===== config.mk =====
export PLATFORM = sky130hd
export DESIGN_NAME = dm_access_ctrl
export DESIGN_NICKNAME = d
export VERILOG_FILES = /design/src/rtl/dm_access_ctrl.sv
export SDC_FILE = /design/constraint.sdc
export NUM_CORES = 1
export LEC_CHECK = 0
export CAP_MARGIN = 10
export CORE_UTILIZATION = 42
export CTS_CLUSTER_DIAMETER = 150
export DETAILED_ROUTE_END_ITERATION = 10
export PLACE_DENSITY = 0.76
export SYNTH_ARGS = -nofsm -noshare
export SYNTH_HDL_FRONTEND = slang
export SYNTH_SLANG_ARGS = --single-unit

===== constraint.sdc =====
create_clock -name clk -period 1.6 [get_ports clk]
set_clock_uncertainty 0.1 [all_clocks]
set_input_delay 0.24 -clock clk [delete_from_list [all_inputs] [get_ports clk]]
set_output_delay 0.24 -clock clk [all_outputs]
set_load 0.005 [all_outputs]

===== src/rtl/dm_access_ctrl.sv =====
// Data-memory access controller: accepts one CPU load/store at a time, checks
// legality, issues a single-cycle memory strobe and returns an extended response.
module dm_access_ctrl #(
    parameter logic [31:0] ADDR_LIMIT = 32'h0000_3000
) (
    input  logic        clk,
    input  logic        reset,
    input  logic        req_valid,
    output logic        req_ready,
    input  logic        req_we,
    input  logic [2:0]  req_op,
    input  logic [31:0] req_addr,
    input  logic [31:0] req_wdata,
    input  logic [31:0] req_pc,
    output logic        resp_valid,
    input  logic        resp_ready,
    output logic [31:0] resp_rdata,
    output logic        resp_err,
    output logic        dm_we,
    output logic        dm_re,
    output logic [31:0] dm_addr,
    output logic [31:0] dm_wdata,
    output logic [31:0] dm_pc,
    output logic [2:0]  dm_wop,
    input  logic [31:0] dm_rdata
);

    typedef enum logic [1:0] {
        IDLE = 2'd0,
        ACC  = 2'd1,
        RESP = 2'd2
    } state_t;

    state_t      r_state;
    state_t      w_nextState;

    logic        r_we;
    logic [2:0]  r_op;
    logic [31:0] r_addr;
    logic [31:0] r_wdata;
    logic [31:0] r_pc;

    logic [31:0] r_holdAddr;
    logic [31:0] r_holdWdata;
    logic [31:0] r_holdPc;
    logic [2:0]  r_holdWop;

    logic [31:0] r_respRdata;
    logic        r_respErr;

    logic        w_illegal;
    logic        w_inAcc;
    logic [7:0]  w_byte;
    logic [15:0] w_half;
    logic [31:0] w_load;

    assign w_illegal = (req_op[1:0] == 2'b11)
                     || ((req_op[1:0] == 2'b00) && (req_addr[1:0] != 2'b00))
                     || ((req_op[1:0] == 2'b10) && req_addr[0])
                     || (req_addr >= ADDR_LIMIT);

    always_comb begin
        w_nextState = r_state;
        case (r_state)
            IDLE:    if (req_valid) w_nextState = w_illegal ? RESP : ACC;
            ACC:     w_nextState = RESP;
            RESP:    if (resp_ready) w_nextState = IDLE;
            default: w_nextState = IDLE;
        endcase
    end

    // Strobes are gated by reset so a store caught mid-ACC never writes memory.
    assign w_inAcc    = (r_state == ACC);
    assign req_ready  = (r_state == IDLE);
    assign resp_valid = (r_state == RESP);
    assign dm_we      = w_inAcc && r_we && !reset;
    assign dm_re      = w_inAcc && !r_we && !reset;
    assign dm_addr    = w_inAcc ? r_addr : r_holdAddr;
    assign dm_wdata   = w_inAcc ? r_wdata : r_holdWdata;
    assign dm_pc      = w_inAcc ? r_pc : r_holdPc;
    assign dm_wop     = w_inAcc ? {1'b0, r_op[1:0]} : r_holdWop;
    assign resp_rdata = r_respRdata;
    assign resp_err   = r_respErr;

    always_comb begin
        w_byte = dm_rdata[7:0];
        case (r_addr[1:0])
            2'b00: w_byte = dm_rdata[7:0];
            2'b01: w_byte = dm_rdata[15:8];
            2'b10: w_byte = dm_rdata[23:16];
            2'b11: w_byte = dm_rdata[31:24];
            default: w_byte = dm_rdata[7:0];
        endcase
        w_half = r_addr[1] ? dm_rdata[31:16] : dm_rdata[15:0];
        case (r_op[1:0])
            2'b00:   w_load = dm_rdata;
            2'b01:   w_load = r_op[2] ? {24'h0, w_byte} : {{24{w_byte[7]}}, w_byte};
            2'b10:   w_load = r_op[2] ? {16'h0, w_half} : {{16{w_half[15]}}, w_half};
            default: w_load = 32'h0;
        endcase
    end

    always_ff @(posedge clk) begin
        if (reset) begin
            r_state     <= IDLE;
            r_we        <= 1'b0;
            r_op        <= 3'b000;
            r_addr      <= 32'h0;
            r_wdata     <= 32'h0;
            r_pc        <= 32'h0;
            r_holdAddr  <= 32'h0;
            r_holdWdata <= 32'h0;
            r_holdPc    <= 32'h0;
            r_holdWop   <= 3'b000;
            r_respRdata <= 32'h0;
            r_respErr   <= 1'b0;
        end else begin
            r_state <= w_nextState;
            if ((r_state == IDLE) && req_valid) begin
                r_we    <= req_we;
                r_op    <= req_op;
                r_addr  <= req_addr;
                r_wdata <= req_wdata;
                r_pc    <= req_pc;
                if (w_illegal) begin
                    r_respRdata <= 32'h0;
                    r_respErr   <= 1'b1;
                end
            end
            // The memory-side outputs keep the last issued access once ACC ends.
            if (w_inAcc) begin
                r_holdAddr  <= r_addr;
                r_holdWdata <= r_wdata;
                r_holdPc    <= r_pc;
                r_holdWop   <= {1'b0, r_op[1:0]};
                r_respRdata <= r_we ? 32'h0 : w_load;
                r_respErr   <= 1'b0;
            end
        end
    end

endmodule


# Word level (Yosys, flattened, before mapping)
# Index checks and enable logic that the tools add are counted.
# classes
magnitude_cmp,1
eq_ne,11
n_mux,17
n_reduce_logical,23
# op_table
operator,n
two-way mux 32 bit,9
one-hot mux 32 bit (3 select lines),1
"greater-or-equal comparator 32 x 14 -> 1 bit, second input constant",1
one-hot mux 8 bit (4 select lines),1
two-way mux 16 bit,1
"equality test 2 bit, second input constant",6
logical NOT 2 bit,4
logical AND 1 bit,7
"equality test 2 x 1 -> 1 bit, second input constant",3
two-way mux 2 bit,3
one-hot mux 2 bit (3 select lines),1
AND reduction 2 bit,3
nonzero test 2 bit,3
logical OR 1 bit,3
two-way mux 3 bit,1
logical NOT 1 bit,2
"inequality test 2 x 1 -> 1 bit, second input constant",1
"inequality test 2 bit, second input constant",1
OR reduction 2 bit,1
# word_totals
register_bits,234
inputBits,136
output_inout_bits,136
wordCells,64

# Longest topological paths before layout
# Gate-level depths: netlist of run 1.
# depth
word_depth,8
depth_mapped,7
mapped_depth_nobuf,4

# Least setup slack after synthesis of run 1
# Ideal clock, no wire load.
# synth_timing
path_type,reg-to-reg
from,register r_state[1]
to,register r_holdAddr[10]
setup_ns,0.128
t_arrival_ns,1.421
t_required_ns,1.372
path_slack_ns,-0.049
stages_incl_launch_ff,7
path_buffers,3
synth_period_minus_slack_ns,1.649
cell_sequence,dfxtp_1 nand2b_1 buf_2 buf_2 buf_2 mux2_1 nor2b_1
# synth_between
elab_chain_len,2
# synth_rtl
item,line,rtl
"start, declared",34,state_t r_state;
"start signal, assigned",118,r_state <= w_nextState;
equality test 2 x 1 -> 1 bit,73,assign w_inAcc = (r_state == ACC);
two-way mux 32 bit,--,
named net dm_addr[10],21,"output logic [31:0] dm_addr,"
"end signal, assigned",132,r_holdAddr <= r_addr;
"end, declared",43,logic [31:0] r_holdAddr;
# The timed path passes the listed nets, and every way through them passes these cells.
# A chain may end at the register's enable or synchronous reset.

# Final worst setup path of run 1
# layout_timing
from,register r_state[1]
to,output dm_addr[30]
# layout_between
elab_chain_len,2
# layout_rtl
item,line
equality test 2 x 1 -> 1 bit,73
two-way mux 32 bit,--
"end, declared",21
# No other way between the ends.

==> flow_summary.toml, run 1 <==
[logic_synthesis]
yosys_warnings = 0
yosysSeqAreaShare_pct = 49.08
syn_inst = 1010
synthFlopType = "dfxtp_1"
syn_nets = 1146
synth_edf_count = 0
syn-cell-area_um2 = 9544
async_reset_ff_share_pct = 0
ys_types = 42
ys_seq_elements = 234
syn_avg_cell_area_um2 = 9.450

[global_routing]
busiest_layer = "met2"
grt-ovfl-total = 0
met2_usage_pct = 38.84
antenna_found_initial = 2
grt_max_degree = 89
grt_pass1_wl_um = 43040
grt.total_usage_pct = 22.78
use_met1_pct = 27.18
use_met3_pct = 6.542
grt_pass1_vias = 8254

[power_and_ir_drop]
power.leakage_nw = 7.326
ir_drop_mv = 0.7919
totalPowerFinal_mw = 13.54
power.density_nw_per_um2 = 873.4

[floorplanning]
initial_core_util_pct = 43.33
die_h_um = 152.7
num_rows = 54
core-area_um2 = 22030
die_w_um = 152.7
io-pin-count = 272
die_area_um2 = 23330

[timing]
rsz0062_at_grt = "true"
fin_crit_ps = 2396
maxSlewViolCount = 0
fmaxAchievable_ghz = 0.4174
relSlewSlack_pct = 48.57
setup_viol = 165
period_share_pct = 149.8
setup_ws_ps = -796.1
worstMarginPinSlew_ps = 771.5
hold_viol = 0

[status]
violations = "design-rule violations, negative setup slack"
status = "finished, violations left"

[clocking]
cts_root_buf = "clkbuf_16"
cts_buffers = 25
htreeDepth = 1
clk_latency_ps = 530
cts_tree = "built"
path_clk_slew_ps = 60
ctsHoldBuffers = 0
max-clock-path-buffers = 3
clock_sinks = 234

[setup_path]
cp_max_fo = 10
worstSetupStartpointType = "flop"
worstPathArrival_ps = 2060
crit_required_ps = 1260
r2r_setup_slack_ps = -240
path_class = "reg -> out"
crit_slowest_cell = "dfxtp_2"
critPathMaxStageDelay_ps = 350
crit_chain = "nand2b_4 > buf_4 > clkbuf_16 > mux2_1 > dlygate4sd2_1"
critical_path.endpoint_type = "primary output"

[route]
firstDrtPassIters = 8
vias = 8868
dr.first_iter.drc_count = 428
route.detailed.drc = 19
viasPerCell = 5.282
ant_nets = 0
routed_wl_um = 32610
avgRoutedWirePerCell_um = 19.42

[placement]
place_inst = 1556
gp_congestion = 0.8751
dp_hpwl_um = 18360
port_buffers = 271

[layout]
multi_input_area_um2 = 5022
final_nets = 1517
fillers = 1592
syn2layout_area_growth_pct = 62.38
register_area_um2 = 4711
drive_above_1_share_pct = 32.38
instances_no_fill = 1679
antenna_cells = 0

[hold_path]
hp-class = "in -> reg"

[job]
cap_violations = 0
==> cell families (layout without fill, tap and decap cells) <==
kind of cell	count (synthesis)	after routing	synth area share, %
simple gates	361	365	17.49
flops	234	234	49.08
compound gates	194	194	13.40
mux	121	121	15.08
buf+inv	100	485	4.955
==> path summary, 6_finish.rpt <==
check                                             start                          end  cells past startpoint
worst max-delay path            r_state[1]$_SDFFE_PP0P_                  dm_addr[30]                      5
worst min-delay path                              reset       r_holdPc[0]$_SDFF_PP0_                      3
worst max register to register  r_state[1]$_SDFFE_PP0P_  resp_rdata[17]$_SDFFE_PP0P_                      9
worst min register to register   r_addr[2]$_SDFFE_PP0P_       r_addr[2]$_SDFFE_PP0P_                      2
==> area by class of cell <==
| cell class | count | share of cell area, % |
|---|---|---|
| Clock buffer | 32 | 4.400 |
| Inverter | 18 | 0.4360 |
| Timing Repair Buffer | 422 | 29.30 |
| Clock inverter | 13 | 0.7993 |
| Multi-Input combinational cell | 680 | 32.41 |
| Tap cell | 280 | 2.261 |
| Sequential cell | 234 | 30.40 |
==> repair_timing <==
action	4_1_cts	5_1_grt
endpoints found under the hold margin	0	0
cloned	0	34
resized for setup	130	305
buffers inserted	3	42
setup endpoints to repair	171	253
pin swaps	1	37
==> synthesized netlist by cell type (2+ instances only) <==
cell | number | share of area, %
buf_6 | 5 | 0.59
mux2i_1 | 2 | 0.21
nor2b_1 | 101 | 6.6
a22oi_2 | 2 | 0.26
o21a_1 | 2 | 0.16
nand2b_1 | 4 | 0.26
a21oi_1 | 103 | 5.4
mux4_2 | 6 | 1.4
buf_4 | 2 | 0.16
o21ai_0 | 2 | 0.10
clkbuf_4 | 3 | 0.24
o22ai_2 | 19 | 2.5
inv_1 | 18 | 0.71
nor2_1 | 4 | 0.16
nor3_1 | 2 | 0.10
dfxtp_1 | 234 | 49
a211oi_1 | 2 | 0.16
nor4_1 | 4 | 0.26
clkbuf_1 | 39 | 1.5
nand3b_1 | 2 | 0.16
a22oi_1 | 27 | 2.1
a31oi_1 | 2 | 0.13
o22ai_1 | 29 | 1.9
buf_2 | 33 | 1.7
mux2_1 | 59 | 7.0
mux2_2 | 53 | 6.3
nand2_1 | 236 | 9.3
==> power breakdown <==
part	total, mW	internal (mW)	switching [mW]
sequential	6.08	5.98	0.105
clock	5.73	3.33	2.40
combinational	1.72	0.908	0.810
total	13.5	10.2	3.32
==> flip-flops by register name (all words and copies together), names as in the netlist <==
name and flops:
r_addr 32, r_holdAddr 32, r_holdPc 32, r_holdWdata 32, r_holdWop 3, r_op 3, r_pc 32, r_state 2
r_wdata 32, r_we 1, resp_err 1, resp_rdata 32
==> layout by cell type, fill, tap and decap left out, types with 3 or more instances in the layout <==
cell type and count:
or2_4 4, mux2_1 30, dfxtp_1 217, o22ai_1 29, buf_4 71, clkdlybuf4s50_1 134, clkbuf_16 48, buf_2 4
dfxtp_2 15, dlymetal6s2s_1 27, nand2_1 202, o22ai_2 19, a21oi_2 28, nand2_4 23, clkbuf_1 4, clkbuf_2 29
mux4_2 6, clkinv_2 8, nand2_2 12, buf_12 22, buf_8 6, clkbuf_8 3, nand2b_4 4, buf_6 43
nor2_1 3, a22oi_1 27, dlygate4sd2_1 60, inv_1 17, mux2_2 36, mux2_4 46, nor2b_1 100, a21oi_1 75
==> stage by stage <==
stage | setup slack [ps] | area (um^2) | hold slack [ps] | util [%] | TNS [ps]
2_1_floorplan | -48.74 | 9549 | 276.0 | - | -4692
3_3_place_gp | -679.8 | 13080 | 338.9 | 59.38 | -71050
3_5_place_dp | -736.6 | 13080 | 344.4 | 59.38 | -73300
4_1_cts | -891.4 | 13930 | 114.4 | 63.25 | -87250
5_1_grt | -857.6 | 15500 | 153.8 | 70.36 | -83220
6_report | -796.1 | 15500 | 144.7 | 70.36 | -72790
==> critical path, delay by kind of cell (launching register included) <==
kind / cells / cell delay [ps]
buffers and inverters: 3 / 640
DFF: 1 / 350
muxes: 1 / 350
and+or+nand+nor: 1 / 200
==> per-layer routing <==
metal,share of wire (%),wire length (um)
met2,48,15630
met3,7.8,2553
met4,4.3,1394
met1,40,13030
met5,0,0
Note: power is estimated with default switching activity, not from simulation.
==> run 2, diff against run 1 <==
Settings changed: CELL_PAD_IN_SITES_DETAIL_PLACEMENT from default to 1, CELL_PAD_IN_SITES_GLOBAL_PLACEMENT from default to 1, CORE_UTILIZATION 42 to 32, PLACE_DENSITY 0.76 to 0.77.
==> flow_summary.toml, run 2 (synthesis gave the netlist of run 1 again) <==
[timing]
hold_viol = 0
final.setup.tns_ps = -86350
worstMarginPinSlew_ps = 1427
fin_crit_ps = 2295
rsz0062_at_grt = "true"
period_share_pct = 143.4
relSlewSlack_pct = 4.880
fmaxAchievable_ghz = 0.4358
setup_viol = 298
setup_ws_ps = -694.5
maxSlewViolCount = 0

[clocking]
clk_latency_ps = 530
cts_tree = "built"
clock_sinks = 234
path_clk_slew_ps = 60
cts_buffers = 27
htreeDepth = 1
max-clock-path-buffers = 3
cts_root_buf = "clkbuf_16"

[placement]
dp_hpwl_um = 20740
gp_congestion = 0.8055
dpl_worst_slack_ps = -542.0
dpl-instance-area_um2 = 13160
port_buffers = 271

[layout]
drive_above_1_share_pct = 47.54
most-common-layout-cells = "dfxtp_1 (222), nand2_1 (154), buf_6 (139)"
final_nets = 1539
final_cell_area_um2 = 17310
register_area_um2 = 4705
multi_input_area_um2 = 5858
final_common_cell = "dfxtp_1"
fillers = 2980
syn2layout_area_growth_pct = 81.36

[global_routing]
grt_max_degree = 93
grt_pass1_wl_um = 54680
grt_pass1_vias = 9650
grt-ovfl-total = 0
antenna_found_initial = 3
grt.total_usage_pct = 22.63

[route]
dr.first_iter.drc_count = 513
viasPerCell = 5.161
route.detailed.drc = 0
avgRoutedWirePerCell_um = 23.87
routed_wl_um = 43210
firstDrtPassIters = 5
vias = 9342
ant_nets = 0

[setup_path]
reg2reg_depth = 11
cp-startpoint = "r_state[1]$_SDFFE_PP0P_"
path_class = "reg -> out"
worstPathArrival_ps = 1950
timing.rr.start = "r_state[1]$_SDFFE_PP0P_"
critical_path.endpoint_type = "primary output"
worstSetupStartpointType = "flop"
r2r_setup_slack_ps = -650
cp_max_fo = 6
r2r_end = "r_holdWdata[10]$_SDFF_PP0_"
crit_required_ps = 1260
crit_end = "dm_wdata[2]"

[hold_path]
hp-class = "in -> reg"
worstHoldPathCells = 3

[floorplanning]
initial_core_util_pct = 32.90
die_h_um = 174.7
die_w_um = 174.7
io-pin-count = 272
core-area_um2 = 29010
die_area_um2 = 30520
num_rows = 62

[job]
cap_violations = 0

[power_and_ir_drop]
power.leakage_nw = 7.444
power.density_nw_per_um2 = 848.6
totalPowerFinal_mw = 14.69
ir_drop_mv = 0.8162

[status]
status = "finished, violations left"
violations = "negative setup slack"
==> run 2: cell types whose count changed in the layout (fill, tap and decap cells not counted), sizes merged, moves of 2 or more <==
cell / before / now
clkinvlp: 2 / 5
clkdlybuf4s15: 2 / 0
clkinv: 8 / 3
diode: 0 / 4
or2: 4 / 2
bufinv: 2 / 4
dlymetal6s2s: 27 / 0
buf: 147 / 258
clkbuf: 84 / 54
dlygate4sd2: 60 / 33
==> run 2: worst min-delay path by stage <==
stage                                     endpoint                     start
after floorplan            r_addr[10]$_SDFFE_PP0P_              req_addr[10]
after global placement    r_wdata[28]$_SDFFE_PP0P_  r_wdata[28]$_SDFFE_PP0P_
after detailed placement  r_wdata[23]$_SDFFE_PP0P_  r_wdata[23]$_SDFFE_PP0P_
after CTS                   r_holdPc[7]$_SDFF_PP0_                     reset
after global routing       r_holdWop[1]$_SDFF_PP0_                     reset
final                      r_holdWop[1]$_SDFF_PP0_                     reset
==> run 2: report_power, final <==
group | internal (mW) | total, mW | switching, mW | leakage [nW]
logic | 1.01 | 2.02 | 1.02 | 5.10
clock network | 3.93 | 6.57 | 2.64 | 0.437
registers | 5.98 | 6.10 | 0.120 | 1.91
total | 10.9 | 14.7 | 3.77 | 7.44
==> run 2: timing repair <==
| item | in CTS | in global routing |
|---|---|---|
| gates resized for setup | 742 | 266 |
| endpoints found under the setup margin | 263 | 254 |
| pin swaps | 33 | 46 |
| hold buffers | 0 | 0 |
| gates cloned | 16 | 23 |
| buffers inserted | 50 | 18 |
==> run 2: cell type report <==
class                   count  area share (%)
repair buffers            444           30.40
diodes                      4         0.05783
flip-flops and latches    234           27.18
clock inverters            12           1.019
inverters                  18          0.3903
clock buffers              36           4.330
well taps                 384           2.776
multi-input cells         678           33.84
==> run 2: worst max-delay path, stage by stage, from the launching register on <==
cell and delay, ps:
dfxtp_2 330, nand2b_4 190, buf_12 160, buf_12 130, buf_8 140, mux2_4 330, buf_6 130
==> run 2: through the flow <==
step                      util, %  hold WS (ps)  instances
after floorplan                 -         276.0       1010
after global placement      45.37         339.5       1659
after detailed placement    45.37         346.5       1659
after CTS                   54.20         89.54       1772
after global routing        59.66         128.6       1810
final                       59.66         135.2       1810
==> run 2: per-layer routing <==
layer,part of all wire (%),wire length [um],global-route usage (%)
met2,52,22500,40.76
met1,38,16590,26.01
met3,5.5,2385,5.918
met4,4.0,1738,6.848
met5,0,0,0
